===== src/rtl/i2c_regfile_pkg.sv =====
// -----------------------------------------------------------------------------
// i2c_regfile_pkg
// Shared definitions for the I2C register file:
//   - state_e      : transfer-level FSM states
//   - ALL_ONES     : default byte returned for illegal/out-of-range reads
//                    (slice the low DATA_W bits at the point of use)
//   - ptr_advance  : pointer auto-increment rule (wraps at the last
//                    register, parks when already out of range)
// -----------------------------------------------------------------------------
package i2c_regfile_pkg;

    typedef enum logic [1:0] {
        ST_IDLE     = 2'd0,
        ST_WAIT_PTR = 2'd1,
        ST_DATA     = 2'd2
    } state_e;

    localparam int unsigned MAX_DATA_W = 32;

    localparam logic [MAX_DATA_W-1:0] ALL_ONES = '1;

    // An out-of-range pointer is left alone so a master streaming past the
    // end of the map keeps getting all-ones instead of wrapping into real
    // registers.
    function automatic logic [MAX_DATA_W-1:0] ptr_advance(
        input logic [MAX_DATA_W-1:0] ptr,
        input logic [MAX_DATA_W-1:0] num_regs
    );
        if (ptr == num_regs - MAX_DATA_W'(1)) begin
            return '0;
        end else if (ptr >= num_regs) begin
            return ptr;
        end else begin
            return ptr + MAX_DATA_W'(1);
        end
    endfunction

endpackage


===== src/rtl/i2c_reg_bank.sv =====
// -----------------------------------------------------------------------------
// i2c_reg_bank
// Register storage for the I2C register file. One write port, one
// combinational read port, read-only slots sourced from live status.
//
// Ports:
//   i_sys_clk    system clock
//   i_rst        asynchronous active-high reset (storage -> RESET_VAL)
//   i_we         write request for address i_waddr
//   i_waddr      write address (pointer)
//   i_wdata      write data
//   i_raddr      read address (pointer)
//   i_status     flattened live values for read-only slots
//   o_rdata      combinational read data (all-ones when out of range)
//   o_regs       flattened register contents, read-only slots drive 0
//   o_wr_strobe  registered one-cycle pulse per register actually written
// -----------------------------------------------------------------------------
module i2c_reg_bank
    import i2c_regfile_pkg::*;
#(
    parameter int                          DATA_W    = 8,
    parameter int                          NUM_REGS  = 16,
    parameter logic [NUM_REGS-1:0]         RO_MASK   = '0,
    parameter logic [NUM_REGS*DATA_W-1:0]  RESET_VAL = '0
) (
    input  logic                          i_sys_clk,
    input  logic                          i_rst,
    input  logic                          i_we,
    input  logic [DATA_W-1:0]             i_waddr,
    input  logic [DATA_W-1:0]             i_wdata,
    input  logic [DATA_W-1:0]             i_raddr,
    input  logic [NUM_REGS*DATA_W-1:0]    i_status,
    output logic [DATA_W-1:0]             o_rdata,
    output logic [NUM_REGS*DATA_W-1:0]    o_regs,
    output logic [NUM_REGS-1:0]           o_wr_strobe
);

    logic [DATA_W-1:0]   regs_q [NUM_REGS];
    logic [NUM_REGS-1:0] we_vec;
    logic [NUM_REGS-1:0] wr_strobe_q;

    // Decoding against each slot index means an out-of-range address simply
    // matches nothing, so dropped writes need no separate range check.
    for (genvar g = 0; g < NUM_REGS; g++) begin : g_slot
        assign we_vec[g] = i_we && (i_waddr == DATA_W'(g)) && !RO_MASK[g];

        always_ff @(posedge i_sys_clk or posedge i_rst) begin
            if (i_rst) begin
                regs_q[g] <= RESET_VAL[g*DATA_W +: DATA_W];
            end else if (we_vec[g]) begin
                regs_q[g] <= i_wdata;
            end
        end

        assign o_regs[g*DATA_W +: DATA_W] = RO_MASK[g] ? '0 : regs_q[g];
    end

    always_ff @(posedge i_sys_clk or posedge i_rst) begin
        if (i_rst) begin
            wr_strobe_q <= '0;
        end else begin
            wr_strobe_q <= we_vec;
        end
    end

    assign o_wr_strobe = wr_strobe_q;

    always_comb begin
        o_rdata = ALL_ONES[DATA_W-1:0];
        for (int i = 0; i < NUM_REGS; i++) begin
            if (i_raddr == DATA_W'(i)) begin
                o_rdata = RO_MASK[i] ? i_status[i*DATA_W +: DATA_W] : regs_q[i];
            end
        end
    end

endmodule


===== src/rtl/i2c_regfile.sv =====
// -----------------------------------------------------------------------------
// i2c_regfile
// I2C-slave register file behind the byte-level slave PHY. The first byte of
// a write transfer sets the register pointer; following bytes are written to
// successive registers. Master reads return successive registers. The pointer
// auto-increments on every data byte and survives STOP/START.
//
// Ports:
//   i_sys_clk    system clock
//   i_rst        asynchronous active-high reset
//   i_start      START / repeated START with own address matched (pulse)
//   i_rnw        R/W bit of the address byte, valid with i_start (1 = read)
//   i_stop       STOP seen (pulse)
//   i_rx_valid   byte received from master (pulse)
//   i_rx_data    received byte
//   i_tx_req     PHY needs next byte for a master read (pulse)
//   o_tx_data    byte to transmit, held until the next read
//   o_tx_valid   o_tx_data valid (pulse, one cycle after i_tx_req)
//   i_status     live values for read-only registers
//   o_regs       flattened register contents (read-only slots drive 0)
//   o_wr_strobe  one-cycle pulse per register written
//   o_pointer    current register pointer
//   o_proto_err  protocol violation (pulse)
// -----------------------------------------------------------------------------
module i2c_regfile
    import i2c_regfile_pkg::*;
#(
    parameter int                          DATA_W    = 8,
    parameter int                          NUM_REGS  = 16,
    parameter logic [NUM_REGS-1:0]         RO_MASK   = {NUM_REGS{1'b0}},
    parameter logic [NUM_REGS*DATA_W-1:0]  RESET_VAL = {NUM_REGS*DATA_W{1'b0}}
) (
    input  logic                          i_sys_clk,
    input  logic                          i_rst,
    input  logic                          i_start,
    input  logic                          i_rnw,
    input  logic                          i_stop,
    input  logic                          i_rx_valid,
    input  logic [DATA_W-1:0]             i_rx_data,
    input  logic                          i_tx_req,
    output logic [DATA_W-1:0]             o_tx_data,
    output logic                          o_tx_valid,
    input  logic [NUM_REGS*DATA_W-1:0]    i_status,
    output logic [NUM_REGS*DATA_W-1:0]    o_regs,
    output logic [NUM_REGS-1:0]           o_wr_strobe,
    output logic [DATA_W-1:0]             o_pointer,
    output logic                          o_proto_err
);

    state_e              state_q;
    logic [DATA_W-1:0]   pointer_q;
    logic [DATA_W-1:0]   tx_data_q;
    logic                tx_valid_q;
    logic                proto_err_q;

    logic [DATA_W-1:0]   pointer_adv_d;
    logic [DATA_W-1:0]   bank_rdata;
    logic                bank_we;

    assign pointer_adv_d = DATA_W'(ptr_advance(MAX_DATA_W'(pointer_q),
                                               MAX_DATA_W'(NUM_REGS)));

    // STOP and START take priority over data bytes, so a byte arriving in the
    // same cycle as either must not reach the storage.
    assign bank_we = (state_q == ST_DATA) && i_rx_valid && !i_stop && !i_start;

    i2c_reg_bank #(
        .DATA_W    (DATA_W),
        .NUM_REGS  (NUM_REGS),
        .RO_MASK   (RO_MASK),
        .RESET_VAL (RESET_VAL)
    ) u_bank (
        .i_sys_clk   (i_sys_clk),
        .i_rst       (i_rst),
        .i_we        (bank_we),
        .i_waddr     (pointer_q),
        .i_wdata     (i_rx_data),
        .i_raddr     (pointer_q),
        .i_status    (i_status),
        .o_rdata     (bank_rdata),
        .o_regs      (o_regs),
        .o_wr_strobe (o_wr_strobe)
    );

    always_ff @(posedge i_sys_clk or posedge i_rst) begin
        if (i_rst) begin
            state_q     <= ST_IDLE;
            pointer_q   <= '0;
            tx_data_q   <= '0;
            tx_valid_q  <= 1'b0;
            proto_err_q <= 1'b0;
        end else begin
            tx_valid_q  <= 1'b0;
            proto_err_q <= 1'b0;
            if (i_stop) begin
                state_q <= ST_IDLE;
            end else if (i_start) begin
                // A read transfer starts straight in DATA and reuses the
                // pointer left over from the previous transfer.
                state_q <= i_rnw ? ST_DATA : ST_WAIT_PTR;
            end else begin
                unique case (state_q)
                    ST_WAIT_PTR: begin
                        if (i_rx_valid) begin
                            pointer_q   <= i_rx_data;
                            state_q     <= ST_DATA;
                            proto_err_q <= i_tx_req;
                        end else if (i_tx_req) begin
                            // Master read before any pointer byte: answer with
                            // all-ones so the PHY is never starved.
                            proto_err_q <= 1'b1;
                            tx_valid_q  <= 1'b1;
                            tx_data_q   <= ALL_ONES[DATA_W-1:0];
                        end
                    end
                    ST_DATA: begin
                        if (i_rx_valid) begin
                            // Write wins over a coincident read; the read is
                            // dropped and flagged.
                            pointer_q   <= pointer_adv_d;
                            proto_err_q <= i_tx_req;
                        end else if (i_tx_req) begin
                            tx_data_q  <= bank_rdata;
                            tx_valid_q <= 1'b1;
                            pointer_q  <= pointer_adv_d;
                        end
                    end
                    default: begin
                    end
                endcase
            end
        end
    end

    assign o_tx_data   = tx_data_q;
    assign o_tx_valid  = tx_valid_q;
    assign o_pointer   = pointer_q;
    assign o_proto_err = proto_err_q;

endmodule

===== config.mk =====
export PLATFORM = sky130hd
export DESIGN_NAME = i2c_regfile
export DESIGN_NICKNAME = d
export VERILOG_FILES = /design/src/rtl/i2c_regfile_pkg.sv /design/src/rtl/i2c_reg_bank.sv /design/src/rtl/i2c_regfile.sv
export SDC_FILE = /design/constraint.sdc
export NUM_CORES = 1
export LEC_CHECK = 0
export BUFFER_PORTS_ARGS = -buffer_cell sky130_fd_sc_hd__buf_2
export CORE_UTILIZATION = 53
export DETAILED_ROUTE_END_ITERATION = 8
export GPL_ROUTABILITY_DRIVEN = 0
export PLACE_DENSITY = 0.93
export SYNTH_ARGS = -nofsm -noshare
export SYNTH_HDL_FRONTEND = slang
export SYNTH_SLANG_ARGS = --single-unit

===== constraint.sdc =====
create_clock -name i_sys_clk -period 16.2 [get_ports i_sys_clk]
set_input_delay 3.24 -clock i_sys_clk [delete_from_list [all_inputs] [get_ports i_sys_clk]]
set_output_delay 3.24 -clock i_sys_clk [all_outputs]
set_load 0.05 [all_outputs]

======== Word-level counts from Yosys, hierarchy flattened ========
Cells that the tools add are included.
storage, ports and cells
  output and inout bits ................... 162
  word-level logic and storage cells ...... 120
  flip-flop bits (word level) ............. 164
cells by class
  eq/ne operators ......................... 23
  add/subtract/negate cells ............... 1
  reduce and logical (&&, ||, !) cells .... 29
  multiplexer cells ....................... 42
  $lt $le $gt $ge ......................... 1
  bitwise logic cells ..................... 2
operators by type and width
  operator             number
  $mux 8               25
  $eq 8x4->1 const B   8
  $eq 8x3->1 const B   4
  $pmux 8 s2           2
  $logic_and 1x1->1    19
  $eq 8x2->1 const B   2
  $mux 2               5
  $ne 2x2->1 const B   5
  $mux 1               9
  $add 8x1->8 const B  1
  $eq 8x1->1 const B   1
  $ge 8x5->1 const B   1
  $logic_not 8->1      1
  $reduce_and 7->1     1
  $reduce_bool 3->1    2
  $reduce_and 5->1     1
  $ne 3x3->1 const B   1
  $eq 2x1->1 const B   1
  $eq 2x2->1 const B   1
  $logic_not 1->1      2
  $not 1->1            2
  $pmux 1 s2           1
  $reduce_and 2->1     1
  $reduce_bool 2->1    1
  $reduce_or 2->1      1

======== Depth between registers and ports, before layout ========
  depth after elaboration ................. 20
  gate-level depth with buffers ........... 11
  depth with buffers taken out ............ 8

======== By module ========
A second synthesis with hierarchy kept.
second synthesis, totals
  cell total of the unflattened synthesis .. 698
  area total of the unflattened synthesis .. 7807.5 um2
modules (own cells, without submodules)
  module        instances  area each (um2)  cells an instance
  i2c_reg_bank  1          6759.0           593
  i2c_regfile   1          1048.5           105

======== Least setup slack after synthesis ========
Ideal clock, no wire load.
  kind .................................... in2reg
  from .................................... input port i_start
  to ...................................... register tx_data_q[6] (netlist: o_tx_data[6])
  library setup time ...................... 0.082 ns
  buffers on the path ..................... 1
  arrival time ............................ 4.424 ns
  cell stages on the path ................. 6
  slack ................................... 11.694 ns
  cells stage by stage .................... nor3_1 > o21a_1 > clkbuf_1 > nand2_1 > o21a_1 > a31oi_1
between the ends
  word-level cells in the longest chain between the ends .. 2
RTL lines
  what                        line                source
  start: declaration          i2c_regfile.sv:35   input logic i_start,
  $not 1->1 (no line)         --
  $reduce_and 7->1 (no line)  --
  end signal: assignment      i2c_regfile.sv:113  tx_data_q <= ALL_ONES[DATA_W-1:0];
  end signal: assignment      i2c_regfile.sv:123  tx_data_q <= bank_rdata;
  end: declaration            i2c_regfile.sv:52   logic [DATA_W-1:0] tx_data_q;
Every way passes these cells.
A chain may end at the register's enable or synchronous reset.

======== Worst setup path in the final report ========
  from .................................... register pointer_q[3] (netlist: o_pointer[3])
  to ...................................... output port o_pointer[3]
RTL lines
  what                      line                source
  start: declaration        i2c_regfile.sv:51   logic [DATA_W-1:0] pointer_q;
  start signal: assignment  i2c_regfile.sv:105  pointer_q <= i_rx_data;
  start signal: assignment  i2c_regfile.sv:120  pointer_q <= pointer_adv_d;
  start signal: assignment  i2c_regfile.sv:125  pointer_q <= pointer_adv_d;
  end: declaration          i2c_regfile.sv:46   output logic [DATA_W-1:0] o_pointer,
No word-level cell between the ends.

==> qor.yml <==
status: "completed"
ant_nets: 0
netlist_top_cells_count: "dfrtp_1 (164), mux2_2 (106), o21ai_0 (58)"
timing.rr.end: "o_tx_data[3]$_DFFE_PP0P_"
min_path_cells: 2
rsz0062_at_grt: "no"
grtUsageTotal: 0.338
cts_tree: "built"
power.leakage_uw: 0.00499
synth.area.top_cells: "dfrtp_1 (52%), mux2_2 (15%), o21ai_0 (3.7%)"
drive_gt1_frac: 0.402
synthFlopType: "dfrtp_1"
wl_met2_mm: 10.9
reg2reg_slack_ps: 12390
hold_buffers: 0
synth-seq-cells: 164
synth_edf_count: 0
crit_slowest_cell: "dfrtp_1"
port_buffers: 176
grt_max_degree: 116
tightest_slew_ps: 1050
ir_drop_mv: 0.0843
hold_violations: 0
dp_hpwl_mm: 17.0
path_max_fanout: 16
grt.overflow.total: 0
slew_viol_final: 0
endpoint_kind: "output port"
grt_first_pass_wirelength_mm: 39.5
post-synth-top-count-cell: "dfrtp_1"
wl_met1_mm: 10.3
start_util: 0.544
layout.nets: 1020
crit_family: "flip-flops"
arrival_ps: 1530
cts_buffer_depth: 2
hold_end: "u_bank.o_regs[104]$_DFFE_PP0P_"
synth_async_sr_flop_share: 1.00
cts_resized: 0
drv_cap: 0
clk_pin_slew_ps: 60
h-tree-depth: 4
top_layer_used: "met5"
fp.dieW_microns: 124
fp-row-count: 44
reg2reg_from: "o_pointer[0]$_DFFE_PP0P_"
die_area_sq_um: 15500
drc: 0
reg2reg_depth: 8
drtIter0Drc: 878
cellPowerDensity_nw_per_um2: 129
worst_clock_skew_ps: 10.8
crit_type: "reg2out"
netlist_area_sq_um: 7930
setup_viol: 0
vias_per_cell: 6.50
wl_met3_mm: 3.32
core_area_sq_um: 14600
synth_cell_types: 62
cp_slowest_stage_delay_ps: 720
post-cts-setup-buffers: 0
first_global_vias: 6715
worstPathCellList: "buf_2"
layout_worst_path_cycle_share: 0.295
yosys.area.top_type: "dfrtp_1"
syn_avg_cell_area_sq_um: 11.1
final_util: 0.649
max_slew_margin: 0.298
cp.required_ps: 12960
critPathBufInv: 1
diodes: 0
hold_path_class: "reg2reg"
wire_per_inst_microns: 24.1
ios: 305
area_growth_pct: 19.3
yosysWarnings: 0
cts_buffers: 17
antenna_found_initial: 1
root_buffer: "clkbuf_16"
routed_wl_mm: 25.8
clk_latency_ps: 450
synth_nets: 865
syn_inst: 716
final.setup.tns_ps: 0
die_y_microns: 124
fmax_mhz: 209
synth_top_area_share: 0.517
clock-sinks: 164
critPathLaunchType: "flop"
finalCriticalPeriod_ps: 4770
yosysSeqAreaShare: 0.517
hp-start: "u_bank.o_regs[104]$_DFFE_PP0P_"
vias: 6938
drtPass1Iterations: 6
-- cell families after synthesis --
logic type / share of synthesized area
multiplexers: 0.168
AND/OR/NAND/NOR: 0.116
adder cells (fa/ha/maj): 0.00946
buffers and inverters: 0.0478
flip-flops: 0.517
AO/OA/AOI/OAI: 0.141
-- tightest hold or removal path: stages (launching register included) --
cell and delay, ps:
dfrtp_1 360, nand2_1 50, o21ai_0 60
-- worst max-delay path by stage --
| stage | start | endpoint | cells past startpoint |
|---|---|---|---|
| after global routing | o_pointer[3]$_DFFE_PP0P_ | o_pointer[3] | 1 |
| after global placement | i_rx_valid | u_bank.o_regs[19]$_DFFE_PP0P_ | 7 |
| after floorplan | i_rst | o_pointer[0]$_DFFE_PP0P_ | 1 |
| final | o_pointer[3]$_DFFE_PP0P_ | o_pointer[3] | 1 |
| after CTS | o_pointer[3]$_DFFE_PP0P_ | o_pointer[3] | 1 |
| after detailed placement | i_rx_valid | u_bank.o_regs[19]$_DFFE_PP0P_ | 7 |
-- metal layers --
metal  up-vias  GRT usage
met3       119     0.0997
met1      3341      0.473
met2       587      0.481
li1       2889          -
met4         2      0.161
met5         -          0
-- power breakdown --
group | total [uW] | switching [uW] | internal, uW
registers | 454 | 27.6 | 427
clock network | 438 | 171 | 267
logic | 327 | 241 | 86.3
total | 1220 | 439 | 780
-- area by class of cell --
class                      count  area, sq um
clock buffer                  21          460
clock inverter                11          173
fill                        1095         5120
inverter                      33          129
multi-input combinational    474         3450
sequential                   164         4100
tap                          184          230
timing repair buffer         181          918
-- state kept, by name (all words and copies together), names as in the netlist --
signal              count
u_bank.o_wr_strobe     16
u_bank.o_regs         128
o_pointer               8
o_tx_data               8
state_q                 2
o_proto_err             1
o_tx_valid              1
-- through the flow --
step	cell area [sq um]	setup slack, ps	hold slack [ps]	instances	total power (uW)
floorplan	7930	8530	513	716	687
global placement	8830	11280	478	1036	767
detailed placement	8830	11240	497	1036	774
CTS	9470	11460	511	1068	1210
global route	9470	11400	548	1068	1260
finish	9470	11430	513	1068	1220
-- placed cells by master (no fill, tap or decap), types with 12 or more instances in the layout --
cell type	Yosys	final
clkbuf_16	0	17
buf_2	12	176
mux2_2	106	106
nand2_1	55	55
nand3_2	12	12
o21ai_0	58	58
inv_1	33	32
dfrtp_1	164	164
nor2_1	33	33
a21oi_1	51	51
Power figures use the tool's default switching activity.
